==> src/rtl/reg_file_8x8_if.sv <==
// Operand/result bus between decode/ALU and the 8x8 register file.
// The master drives addresses, write data and strobes; the slave returns registered read data.
interface reg_file_8x8_if #(
  parameter int WIDTH  = 8,
  parameter int ADDR_W = 3
);
  logic [WIDTH-1:0]  IN;
  logic [ADDR_W-1:0] INADDRESS;
  logic              WRITE;
  logic [ADDR_W-1:0] OUT1ADDRESS;
  logic [ADDR_W-1:0] OUT2ADDRESS;
  logic              READ;
  logic [WIDTH-1:0]  OUT1;
  logic [WIDTH-1:0]  OUT2;
  logic              VALID;
  logic [7:0]        WRCOUNT;

  modport master (
    output IN, INADDRESS, WRITE, OUT1ADDRESS, OUT2ADDRESS, READ,
    input  OUT1, OUT2, VALID, WRCOUNT
  );

  modport slave (
    input  IN, INADDRESS, WRITE, OUT1ADDRESS, OUT2ADDRESS, READ,
    output OUT1, OUT2, VALID, WRCOUNT
  );
endinterface

==> src/rtl/reg_file_8x8.sv <==
// 8-entry register file with two registered read ports, one write port,
// optional write-to-read forwarding and a wrapping count of accepted writes.
module reg_file_8x8 #(
  parameter int WIDTH  = 8,
  parameter int DEPTH  = 8,
  parameter int ADDR_W = 3,
  parameter int BYPASS = 1
) (
  input  logic          CLK,
  input  logic          RESET,
  reg_file_8x8_if.slave bus
);

  logic [DEPTH-1:0][WIDTH-1:0] mem_q, mem_d;
  logic [WIDTH-1:0]            out1_q, out1_d;
  logic [WIDTH-1:0]            out2_q, out2_d;
  logic                        valid_q, valid_d;
  logic [7:0]                  wrcnt_q, wrcnt_d;

  // Read sees the pre-write contents unless forwarding is enabled and the
  // same address is being written on this edge.
  function automatic logic [WIDTH-1:0] rd_data(input logic [ADDR_W-1:0] a);
    if ((BYPASS != 0) && bus.WRITE && (a == bus.INADDRESS)) return bus.IN;
    return mem_q[a];
  endfunction

  always_comb begin
    mem_d   = mem_q;
    out1_d  = out1_q;
    out2_d  = out2_q;
    wrcnt_d = wrcnt_q;
    valid_d = bus.READ;
    if (bus.READ) begin
      out1_d = rd_data(bus.OUT1ADDRESS);
      out2_d = rd_data(bus.OUT2ADDRESS);
    end
    if (bus.WRITE) begin
      mem_d[bus.INADDRESS] = bus.IN;
      wrcnt_d              = wrcnt_q + 8'd1;
    end
  end

  always_ff @(posedge CLK) begin
    if (RESET) begin
      mem_q   <= '0;
      out1_q  <= '0;
      out2_q  <= '0;
      valid_q <= 1'b0;
      wrcnt_q <= '0;
    end else begin
      mem_q   <= mem_d;
      out1_q  <= out1_d;
      out2_q  <= out2_d;
      valid_q <= valid_d;
      wrcnt_q <= wrcnt_d;
    end
  end

  assign bus.OUT1    = out1_q;
  assign bus.OUT2    = out2_q;
  assign bus.VALID   = valid_q;
  assign bus.WRCOUNT = wrcnt_q;

endmodule
==> src/flat_wrapper.sv <==
// flat-port wrapper written by rule: the top's interface ports become plain ports
module reg_file_8x8_flat 
#(
  parameter int WIDTH  = 8,
  parameter int DEPTH  = 8,
  parameter int ADDR_W = 3,
  parameter int BYPASS = 1
)
  (CLK, RESET, bus_IN, bus_INADDRESS, bus_WRITE, bus_OUT1ADDRESS, bus_OUT2ADDRESS, bus_READ, bus_OUT1, bus_OUT2, bus_VALID, bus_WRCOUNT);
  reg_file_8x8_if #(.WIDTH(WIDTH), .ADDR_W(ADDR_W)) bus_i ();
  input  logic CLK;
  input  logic RESET;
  input wire logic [$bits(bus_i.IN)-1:0] bus_IN;
  input wire logic [$bits(bus_i.INADDRESS)-1:0] bus_INADDRESS;
  input wire logic [$bits(bus_i.WRITE)-1:0] bus_WRITE;
  input wire logic [$bits(bus_i.OUT1ADDRESS)-1:0] bus_OUT1ADDRESS;
  input wire logic [$bits(bus_i.OUT2ADDRESS)-1:0] bus_OUT2ADDRESS;
  input wire logic [$bits(bus_i.READ)-1:0] bus_READ;
  output wire logic [$bits(bus_i.OUT1)-1:0] bus_OUT1;
  output wire logic [$bits(bus_i.OUT2)-1:0] bus_OUT2;
  output wire logic [$bits(bus_i.VALID)-1:0] bus_VALID;
  output wire logic [$bits(bus_i.WRCOUNT)-1:0] bus_WRCOUNT;
  assign bus_i.IN = bus_IN;
  assign bus_i.INADDRESS = bus_INADDRESS;
  assign bus_i.WRITE = bus_WRITE;
  assign bus_i.OUT1ADDRESS = bus_OUT1ADDRESS;
  assign bus_i.OUT2ADDRESS = bus_OUT2ADDRESS;
  assign bus_i.READ = bus_READ;
  assign bus_OUT1 = bus_i.OUT1;
  assign bus_OUT2 = bus_i.OUT2;
  assign bus_VALID = bus_i.VALID;
  assign bus_WRCOUNT = bus_i.WRCOUNT;
  reg_file_8x8 #(.WIDTH(WIDTH), .DEPTH(DEPTH), .ADDR_W(ADDR_W), .BYPASS(BYPASS)) u_core (.CLK(CLK), .RESET(RESET), .bus(bus_i));
endmodule
==> config.mk <==
export PLATFORM = sky130hd
export DESIGN_NAME = reg_file_8x8_flat
export DESIGN_NICKNAME = d
export VERILOG_FILES = /design/src/rtl/reg_file_8x8_if.sv /design/src/rtl/reg_file_8x8.sv /design/src/flat_wrapper.sv
export SDC_FILE = /design/constraint.sdc
export NUM_CORES = 1
export LEC_CHECK = 0
export BUFFER_PORTS_ARGS = -buffer_cell sky130_fd_sc_hd__buf_2
export CORE_UTILIZATION = 25
export CTS_BUF_LIST = sky130_fd_sc_hd__clkbuf_4 sky130_fd_sc_hd__clkbuf_8 sky130_fd_sc_hd__clkbuf_16
export DETAILED_ROUTE_END_ITERATION = 10
export PLACE_DENSITY = 0.5
export SLEW_MARGIN = 20
export SYNTH_ARGS = -nofsm -noshare
export SYNTH_HDL_FRONTEND = slang
export SYNTH_SLANG_ARGS = --single-unit
==> constraint.sdc <==
create_clock -name CLK -period 2.3 [get_ports CLK]
set_input_delay 0.46 -clock CLK [delete_from_list [all_inputs] [get_ports CLK]]
set_output_delay 0.46 -clock CLK [all_outputs]
set_load 0.05 [all_outputs]
=== Yosys cells after proc, flatten, opt, wreduce, memory -nomap -nowiden ===
Index checks and enable logic that the tools add are counted.
W data, S select, Z words.

* Memory bits (read-only): 0
* Input bits: 21
* Bits in latches: 0
* Register bits: 89
* RAM bits: 0
* Memories: 0

* Add/subtract/negate cells: 1
* Reductions and logical operators: 3
* $lt $le $gt $ge: 4
* Eq/ne operators: 2
* Multiply operators: 0
* Div/mod/pow operators: 0
* Bitwise logic cells: 0
* Shift-type cells: 0
* Mux-type cells: 15

{| class="wikitable"
|+ Operators with widths
! kind !! count
|-
| $bwmux W64 || 1
|-
| $mux W8 || 7
|-
| $bmux W8 S3 || 2
|-
| $demux W8 S3 || 1
|-
| $lt A3 B4 Y1 const B || 3
|-
| $add A8 B1 Y8 const B || 1
|-
| $eq A3 B3 Y1 || 2
|-
| $mux W1 || 4
|-
| $ge A3 B1 Y1 const B || 1
|-
| $logic_and A1 B1 Y1 || 3
|}

=== Depth between registers and ports, before layout ===
Gate-level depths: netlist of the first run.

* Word-level depth: 5
* Depth in mapped cells: 5
* Mapped depth without buffers: 4

=== Least setup slack after synthesis of the first run ===
No wires, ideal clock.

* Kind: input to register
* Start point: in bus_OUT1ADDRESS[0]
* End point: reg u_core.out1_q[6], in the netlist u_core.bus.OUT1[6]
* Slack: 0.735 ns
* Data required time: 2.164 ns
* Buffers on the path: 2
* Cell stages on the path: 5
* Data arrival time: 1.429 ns
* Library setup time: 0.136 ns
* Cells stage by stage: buf_6 -> buf_12 -> mux4_2 -> mux2i_1 -> o221ai_1

* Cells in the longest elaborated chain, start to end: 5
* Elaborated cells between the ends (all ways): 7
* Classes of those cells: eq/ne: 1; mux: 5; reduce/logical: 1

{| class="wikitable"
|+ RTL lines
! element !! RTL line !! source
|-
| from (decl) || flat_wrapper.sv:16 || <nowiki>input wire logic [$bits(bus_i.OUT1ADDRESS)-1:0] bus_OUT1ADDRESS;</nowiki>
|-
| $eq A3 B3 Y1 || reg_file_8x8.sv:23 || <nowiki>if ((BYPASS != 0) && bus.WRITE && (a == bus.INADDRESS)) return bus.IN;</nowiki>
|-
| $logic_and A1 B1 Y1 || reg_file_8x8.sv:23 ||
|-
| $mux W1 || reg_file_8x8.sv:23 ||
|-
| $mux W1 || reg_file_8x8.sv:33 || <nowiki>if (bus.READ) begin</nowiki>
|-
| $mux W8 (*) || reg_file_8x8.sv:24 || <nowiki>return mem_q[a];</nowiki>
|-
| to (signal assigned) || reg_file_8x8.sv:52 || <nowiki>out1_q <= out1_d;</nowiki>
|-
| to (decl) || reg_file_8x8.sv:15 || <nowiki>logic [WIDTH-1:0] out1_q, out1_d;</nowiki>
|}

Every way passes the cells marked *; elsewhere a longest branch is shown, timed or not. The select of a mux whose other input is x is not followed.
A chain may end at the register's enable or synchronous reset.

=== Final worst setup path of the first run ===
* Start point: in bus_OUT2ADDRESS[1]
* End point: reg u_core.out2_q[7], in the netlist u_core.bus.OUT2[7]

* Cells in the longest elaborated chain, start to end: 5
* Elaborated cells between the ends (all ways): 7
* Classes of those cells: eq/ne: 1; mux: 5; reduce/logical: 1

{| class="wikitable"
|+ RTL lines
! element !! RTL line !! source
|-
| from (decl) || flat_wrapper.sv:17 || <nowiki>input wire logic [$bits(bus_i.OUT2ADDRESS)-1:0] bus_OUT2ADDRESS;</nowiki>
|-
| $eq A3 B3 Y1 || reg_file_8x8.sv:23 ||
|-
| $logic_and A1 B1 Y1 || reg_file_8x8.sv:23 ||
|-
| $mux W1 || reg_file_8x8.sv:23 ||
|-
| $mux W1 || reg_file_8x8.sv:33 ||
|-
| $mux W8 (*) || reg_file_8x8.sv:24 ||
|-
| to (signal assigned) || reg_file_8x8.sv:53 || <nowiki>out2_q <= out2_d;</nowiki>
|-
| to (decl) || reg_file_8x8.sv:16 || <nowiki>logic [WIDTH-1:0] out2_q, out2_d;</nowiki>
|}

Marks and branches as above.

==> run_results.csv, run 1 <==
group,metric,value,unit
power,power,3400,uW
yosys,syn-cell-area,4580,sq um
clocking,cts_hold_buf,0,
clocking,cts.sinks,89,
detailed_routing,drcViolationCount,0,
finish,final_common_cell,"dfxtp_1",
placed_design,port_buffers,45,
finish,fillCellCount,1872,
worst_setup_path,end_kind,"flop",
yosys,syn_area_per_cell,10.4,sq um
yosys,synth_edf_count,0,
sta,maxSlewHeadroom,60.8,%
clocking,tritoncts,"done",
worst_setup_path,crit_family,"multiplexers",
min_path,hp-class,"in2reg",
clocking,post_cts_resized,0,
clocking,postCtsSetupBuffers,0,
finish,mostFrequentLayoutCells,"dfxtp_1 (89), nand2_1 (82), buf_2 (45)",
sta,final-setup-viol-count,0,
floorplanning,rows,49,
yosys,yosysUniqueCellTypes,36,
finish,nNetsFinal,486,
sta,final_max_slew_viol_count,0,
sta,final.setup.tns,0,ps
power,power.density,658,nW/um^2
worst_setup_path,cp_max_fo,9,
sta,fin_crit_sh,69.5,%
detailed_routing,wirelength,13.2,mm
sta,hold_viol,0,
sta,rsz0062_at_grt,"false",
floorplanning,die_x,137,um
worst_setup_path,cp_slowest_stage_delay,550,ps
clocking,cts_buffers,9,
detailed_routing,ant_nets,0,
clocking,path_clk_slew,60,ps
worst_setup_path,cp.arrival,1810,ps
worst_setup_path,required,2510,ps
power,p_leak,0.00184,uW
worst_setup_path,path_class,"in2reg",
sta,clock_skew,4.47,ps
finish,areaGrowthSynthToFinish,12.9,%
yosys,synth_flop_cell,"dfxtp_1",
global_routing,grt_pass1_wl,20.3,mm
clocking,cts_root_buf,"clkbuf_16",
run,maxCapViolCount,0,
floorplanning,fp.dieH,137,um
floorplanning,initial_utilization,25.5,%
global_routing,grt_overflow,0,
global_routing,grt_start_max_net_pins,97,
yosys,ys_seq_area_share,38.9,%
detailed_routing,dr.pass1.iters,5,
global_routing,antenna_found_initial,0,
yosys,ys_ff_latch,89,
yosys,syn_inst,440,
global_routing,grt_pass1_vias,3344,
worst_setup_path,path_buf_inv,1,
power,ir_drop,0.311,mV
clocking,clock_path_buffers,2,
clocking,htree_num_levels,3,
global_routing,grt_util_all_layers,14.7,%
floorplanning,design.core.area,18000,sq um
finish,layout-drive-gt1-share,25.8,%
finish,utilization,28.8,%
yosys,async_flop_share,0,%
sta,period_minus_slack,1600,ps
detailed_routing,routedWlPerCell,18.9,um
yosys,syn_nets,462,
run_status,status,"finished, final reports clean",
finish,antenna-diode-count,0,
worst_setup_path,start_kind,"input port",
sta,fmax,625,MHz
sta,setup_slack,701,ps
clocking,clock_latency,340,ps
detailed_routing,vias_per_cell,5.03,
worst_setup_path,crit_chain,"buf_2, mux4_2, mux2i_1, o221ai_1",
placed_design,pre_cts_slack,403,ps
placed_design,dpl.hpwl,8.59,mm
yosys,yosysWarningCount,0,
detailed_routing,first_iter_violations,437,
detailed_routing,num_vias,3512,
floorplanning,top_level_ports,46,
floorplanning,die_area,18900,sq um
sta,tightest_slew,585,ps
worst_setup_path,slowest_stage,"mux4_2",
placed_design,gp_congestion,0.769,
-- cells by family after synthesis --
group	Yosys count	share of synthesized area, %
muxes	73	25.1
xor gates and xnor gates	10	1.91
AOI/OAI and AO/OA	64	8.56
buffers and inverters	44	7.30
DFF	89	38.9
adders and majority gates	1	0.273
and+or+nand+nor	159	17.9
-- cells in the mapped netlist, types with 4 or more instances --
cell type	n	area (sq um)
a21oi_1	43	215
or3b_2	16	140
clkbuf_8	6	82.6
buf_2	4	20.0
mux4_2	27	608
xnor2_1	7	61.3
mux4_1	5	131
buf_4	6	45.0
mux2i_1	41	410
clkbuf_1	19	71.3
nand2_1	82	308
dfxtp_1	89	1780
o221ai_1	16	140
nor2_1	29	109
nand4_1	6	37.5
nand3b_1	8	60.1
-- worst paths after layout --
check	from	endpoint	slack [ps]	depth (start not counted)
worst min-delay path	bus_IN[3]	u_core.mem_q[59]	450	3
worst max register to register	u_core.mem_q[55]	u_core.bus.OUT2[7]	910	3
worst max-delay path	bus_OUT2ADDRESS[1]	u_core.bus.OUT2[7]	700	4
worst min register to register	u_core.mem_q[27]	u_core.mem_q[27]	470	2
-- through the flow --
stage | hold slack, ps | instances | cell area, sq um
after floorplan | 441 | 440 | 4580
after global placement | 451 | 682 | 4880
after detailed placement | 461 | 682 | 4880
after CTS | 438 | 698 | 5170
after global routing | 463 | 698 | 5170
final | 450 | 698 | 5170
-- state kept, by name (all words and copies together), names as in the netlist --
register            count
u_core.bus.VALID        1
u_core.bus.OUT1         8
u_core.mem_q           64
u_core.bus.WRCOUNT      8
u_core.bus.OUT2         8
-- power by group --
group          switching, uW  total [uW]  leakage (uW)  internal (uW)
Combinational            238         374      0.000977            136
Sequential              26.6        1600      0.000720           1580
Clock                    594        1420      0.000143            827
Total                    859        3400       0.00184           2540
-- per-layer routing --
layer	global-route usage [%]	wire, um	up-vias
li1	-	-	1647
met2	23.7	6110	113
met4	4.46	220	0
met3	3.86	876	13
met5	0	0	-
met1	19.2	5960	1739
-- cell type report --
cell class,instances,area (sq um),area share [%]
clock buffers,14,275,5.33
clock inverters,2,12.5,0.242
inverters,1,3.75,0.0727
multi-input cells,307,2460,47.6
flip-flops and latches,89,1780,34.5
well taps,229,287,5.55
repair buffers,56,345,6.68
-- worst register-to-register path, cell delays in order, from the launching register on --
cell	delay [ps]
dfxtp_1	330
mux4_2	480
mux2i_1	300
o221ai_1	160
(Power assumes the default switching activity.)
==> inputs of run 2 (changes only) <==
--- a/config.mk
+++ b/config.mk
@@ -9,7 +9,7 @@
 export CORE_UTILIZATION = 25
 export CTS_BUF_LIST = sky130_fd_sc_hd__clkbuf_4 sky130_fd_sc_hd__clkbuf_8 sky130_fd_sc_hd__clkbuf_16
 export DETAILED_ROUTE_END_ITERATION = 10
-export PLACE_DENSITY = 0.5
+export PLACE_DENSITY = 0.52
 export SLEW_MARGIN = 20
 export SYNTH_ARGS = -nofsm -noshare
 export SYNTH_HDL_FRONTEND = slang
==> constraint.sdc (replaced) <==
create_clock -name CLK -period 1.3 [get_ports CLK]
set_input_delay 0.26 -clock CLK [delete_from_list [all_inputs] [get_ports CLK]]
set_output_delay 0.26 -clock CLK [all_outputs]
set_load 0.05 [all_outputs]
==> run 2 against run 1 <==
  * Sequential cell count stayed put
  * Hold slack got worse by 240 ps
  * Combinational power increased by 110%
  * Clock skew grew 1.0 ps
  * Routed wire length is 2.2% lower
  * Largest power group unchanged
  * Final cell count up 5.9%
  * Total power increased by 87%
  * Design area is 9.6% higher
==> run_results.csv, run 2 (synthesized netlist as in run 1, its figures left out) <==
group,metric,value,unit
worst_setup_path,required,1520,ps
finish,mostFrequentLayoutCells,"nand2_1 (82), dfxtp_1 (76), buf_2 (45)",
finish,fillCellCount,1827,
finish,area.sequential,1800,sq um
placed_design,pre_cts_slack,-282,ps
finish,layout-drive-gt1-share,36.1,%
clocking,clock_latency,340,ps
clocking,cts_buffers,9,
global_routing,grt_overflow,0,
sta,final.setup.tns,0,ps
finish,final_area,5660,sq um
sta,fmax,783,MHz
sta,holdWs,209,ps
sta,fin_crit_sh,98.2,%
global_routing,grt_pass1_vias,3467,
clocking,htree_num_levels,3,
floorplanning,initial_utilization,25.5,%
finish,multiInputGateArea,2470,sq um
finish,nNetsFinal,527,
global_routing,grt_util_all_layers,14.5,%
global_routing,grt_pass1_wl,20.2,mm
global_routing,antenna_found_initial,2,
power,p_leak,0.00206,uW
detailed_routing,routedWlPerCell,17.4,um
clocking,cts_root_buf,"clkbuf_16",
clocking,path_clk_slew,70,ps
finish,top_register,"u_core.mem_q",
worst_setup_path,crit_chain,"mux4_2, mux2i_2, o221ai_1",
floorplanning,top_level_ports,46,
global_routing,grt_start_max_net_pins,37,
placed_design,dpl.cell_count,723,
detailed_routing,ant_nets,0,
worst_setup_path,path_class,"reg2reg",
detailed_routing,wirelength,12.9,mm
clocking,tritoncts,"done",
detailed_routing,first_iter_violations,363,
sta,hold_viol,0,
floorplanning,die_x,137,um
worst_setup_path,start_kind,"flop",
worst_setup_path,cp_slowest_stage_delay,480,ps
sta,tightest_slew,446,ps
sta,clock_skew,5.50,ps
floorplanning,design.core.area,18000,sq um
sta,period_minus_slack,1280,ps
sta,setup_slack,23.4,ps
power,ir_drop,0.509,mV
sta,final-setup-viol-count,0,
power,power.density,1120,nW/um^2
placed_design,port_buffers,45,
detailed_routing,num_vias,3691,
floorplanning,die_area,18900,sq um
floorplanning,fp.dieH,137,um
detailed_routing,vias_per_cell,4.99,
clocking,postCtsSetupBuffers,0,
sta,maxSlewHeadroom,70.2,%
detailed_routing,dr.pass1.iters,7,
finish,final_cells,739,
run,maxCapViolCount,0,
finish,areaGrowthSynthToFinish,23.8,%
sta,rsz0062_at_grt,"true",
placed_design,gp_congestion,0.818,
worst_setup_path,cp_max_fo,3,
finish,final_common_cell,"nand2_1",
finish,largest_reg_flops,64,
worst_setup_path,end_kind,"flop",
worst_setup_path,slowest_stage,"mux4_2",
min_path,hp-class,"in2reg",
min_path,min_path_cells,3,
sta,final_max_slew_viol_count,0,
finish,antenna-diode-count,0,
clocking,cts.sinks,89,
placed_design,dpl.hpwl,9.28,mm
worst_setup_path,reg2reg_depth,3,
clocking,clock_path_buffers,2,
run_status,status,"finished, final reports clean",
floorplanning,rows,49,
detailed_routing,drcViolationCount,0,
worst_setup_path,cp.arrival,1500,ps
placed_design,placed_cell_area,5330,sq um
## run 2: cell count changes in the layout (fill, tap and decap cells not counted), sizes merged
cell | before | now
buf | 56 | 97
clkbuf | 14 | 12
bufinv | 0 | 1
clkinv | 1 | 2
## run 2: critical path: cells and delay by family (launching register included)
kind            cells  cell delay [ps]
mux                 2              710
compound gates      1              130
flops               1              330
## run 2: power breakdown
part	internal, uW	switching [uW]	leakage, uW	total (uW)
clock network	1620	1100	0.000152	2720
registers	2790	46.0	0.000726	2840
logic	342	442	0.00118	784
## run 2: what timing repair did
| item | CTS | global route |
|---|---|---|
| resized for setup | 1 | 16 |
| hold buffers | 0 | 0 |
| setup endpoints to repair | 1 | 8 |
## run 2: worst paths after layout
| check | startpoint | end | slack [ps] |
|---|---|---|---|
| min | RESET | u_core.bus.VALID | 210 |
| min reg2reg | u_core.mem_q[43] | u_core.mem_q[43] | 460 |
| max reg2reg | u_core.mem_q[61] | u_core.bus.OUT1[5] | 20 |
| max | u_core.mem_q[61] | u_core.bus.OUT1[5] | 20 |
## run 2: metal layers
metal | global-route usage, % | up-vias | wire (um)
li1 | - | 1729 | -
met2 | 23.3 | 130 | 5950
met1 | 18.8 | 1805 | 5790
met3 | 3.64 | 23 | 903
met4 | 4.76 | 4 | 207
met5 | 0 | - | 16
## run 2: layout make-up
class | instances | share of cell area [%]
Inverter | 1 | 0.0663
Sequential cell | 89 | 31.7
Multi-Input combinational cell | 307 | 43.7
Timing Repair Buffer | 97 | 14.0
Clock inverter | 4 | 0.906
Clock buffer | 12 | 4.59
Tap cell | 229 | 5.06
## run 2: through the flow
step	utilization, %	total power [uW]
after floorplan	-	3400
after global placement	29.7	3660
after detailed placement	29.7	3670
after CTS	31.4	6370
after global routing	31.5	6580
final	31.5	6340
==> inputs of run 3 (changes only) <==
==> constraint.sdc (replaced) <==
create_clock -name CLK -period 1.3 [get_ports CLK]
set_input_delay 0.26 -clock CLK [delete_from_list [all_inputs] [get_ports CLK]]
set_output_delay 0.26 -clock CLK [all_outputs]
set_load 0.005 [all_outputs]
==> run 3 against run 2 <==
  * Final cell count decreased by 0.41%
  * Critical path depth unchanged
  * Largest power group unchanged
  * Global-route usage grew 0.24 points
  * Hold slack about the same
  * Core utilization down 0.20 points
  * Total power fell by 3.0%
  * Clock power is 4% lower
==> run_results.csv, run 3 (synthesized netlist as in run 1, its figures left out) <==
group,metric,value,unit
run_status,status,"finished, final reports clean",
placed_design,pre_cts_slack,-289,ps
placed_design,dpl.hpwl,9.29,mm
sta,fmax,787,MHz
floorplanning,fp.dieH,137,um
sta,tightest_slew,470,ps
global_routing,grt_overflow,0,
placed_design,dpl.cell_count,721,
min_path,hold_end,"u_core.bus.VALID",
worst_setup_path,start_kind,"flop",
finish,top_register,"u_core.mem_q",
clocking,cts_root_buf,"clkbuf_16",
sta,holdWs,208,ps
sta,rsz0062_at_grt,"true",
worst_setup_path,cp.arrival,1490,ps
finish,fillCellCount,1851,
detailed_routing,dr.pass1.iters,5,
floorplanning,initial_utilization,25.5,%
power,power,6150,uW
min_path,min_path_cells,3,
finish,mostFrequentLayoutCells,"nand2_1 (82), dfxtp_1 (76), buf_2 (45)",
placed_design,port_buffers,45,
detailed_routing,ant_nets,0,
worst_setup_path,required,1520,ps
detailed_routing,first_iter_violations,309,
sta,period_minus_slack,1270,ps
global_routing,grt_pass1_vias,3622,
finish,areaGrowthSynthToFinish,23.0,%
power,power.density,1090,nW/um^2
sta,setup_slack,28.6,ps
worst_setup_path,reg2reg_to,"u_core.bus.OUT2[0]",
clocking,tritoncts,"done",
floorplanning,design.core.area,18000,sq um
placed_design,placed_cell_area,5300,sq um
sta,clock_skew,5.47,ps
sta,final_max_slew_viol_count,0,
clocking,path_clk_slew,60,ps
power,ir_drop,0.493,mV
run,maxCapViolCount,0,
finish,final_cells,736,
global_routing,grt_pass1_wl,20.4,mm
finish,area.sequential,1800,sq um
global_routing,antenna_found_initial,0,
finish,final_common_cell,"nand2_1",
power,p_leak,0.00203,uW
finish,layout-drive-gt1-share,36.5,%
clocking,postCtsSetupBuffers,0,
clocking,cts_buffers,9,
clocking,clock_latency,340,ps
finish,nNetsFinal,525,
min_path,hp-class,"in2reg",
worst_setup_path,reg2reg_depth,3,
clocking,cts_hold_buf,0,
worst_setup_path,reg2reg_from,"u_core.mem_q[40]",
global_routing,grt_start_max_net_pins,37,
floorplanning,die_x,137,um
sta,fin_crit_sh,97.8,%
placed_design,gp_congestion,0.794,
sta,maxSlewHeadroom,68.7,%
detailed_routing,wirelength,13.0,mm
clocking,clock_path_buffers,2,
detailed_routing,routedWlPerCell,17.6,um
sta,hold_viol,0,
worst_setup_path,r2r_slack,30,ps
clocking,htree_num_levels,3,
floorplanning,die_area,18900,sq um
finish,final_area,5630,sq um
floorplanning,rows,49,
worst_setup_path,cp_max_fo,3,
finish,antenna-diode-count,0,
detailed_routing,drcViolationCount,0,
finish,largest_reg_flops,64,
detailed_routing,num_vias,3690,
detailed_routing,vias_per_cell,5.01,
worst_setup_path,path_class,"reg2reg",
clocking,cts.sinks,89,
sta,final-setup-viol-count,0,
floorplanning,top_level_ports,46,
min_path,holdCritStartpoint,"RESET",
worst_setup_path,end_kind,"flop",
global_routing,grt_util_all_layers,14.7,%
finish,multiInputGateArea,2480,sq um
run 3: final cells by class:
| cell class | instances | area share, % |
|---|---|---|
| Multi-Input combinational cell | 307 | 44.1 |
| Sequential cell | 89 | 31.9 |
| Timing Repair Buffer | 95 | 13.6 |
| Tap cell | 229 | 5.09 |
| Clock buffer | 10 | 4.25 |
| Clock inverter | 5 | 1.00 |
| Inverter | 1 | 0.0667 |
run 3: worst max path at each step:
| stage | start | end | slack [ps] | cells past startpoint |
|---|---|---|---|---|
| after floorplan | bus_OUT2ADDRESS[0] | u_core.bus.OUT2[4] | -50 | 5 |
| after global placement | bus_OUT2ADDRESS[0] | u_core.bus.OUT2[0] | -280 | 5 |
| after detailed placement | bus_OUT2ADDRESS[0] | u_core.bus.OUT2[5] | -290 | 5 |
| after CTS | u_core.mem_q[40] | u_core.bus.OUT2[0] | 10 | 3 |
| after global routing | u_core.mem_q[58] | u_core.bus.OUT1[2] | -10 | 3 |
| final | u_core.mem_q[40] | u_core.bus.OUT2[0] | 30 | 3 |
run 3: repair_timing:
item | in CTS | in global routing
hold endpoints to repair | 0 | 0
setup endpoints to repair | 2 | 12
gates resized for setup | 3 | 24
pin swaps | 1 | 3
cloned | 0 | 0
run 3: through the flow:
| step | TNS (ps) | utilization [%] |
|---|---|---|
| after floorplan | -400 | - |
| after global placement | -8500 | 29.5 |
| final | 0 | 31.3 |
| after global routing | -36.4 | 31.3 |
| after detailed placement | -9240 | 29.5 |
| after CTS | 0 | 31.1 |
run 3: per-layer routing:
| layer | global-route usage, % | vias to the layer above | routed length [um] |
|---|---|---|---|
| li1 | - | 1720 | - |
| met3 | 2.98 | 18 | 707 |
| met5 | 0 | - | 0 |
| met4 | 5.07 | 0 | 224 |
| met1 | 19.4 | 1835 | 5900 |
| met2 | 23.8 | 117 | 6140 |
run 3: worst max-delay path, stage by stage, from the launching register on:
cell,delay (ps)
dfxtp_2,320
mux4_2,490
mux2i_2,200
o221ai_1,130
run 3: where the power goes:
group	internal [uW]	switching [uW]	total, uW
Sequential	2790	45.9	2840
Combinational	333	376	710
Clock	1530	1070	2600
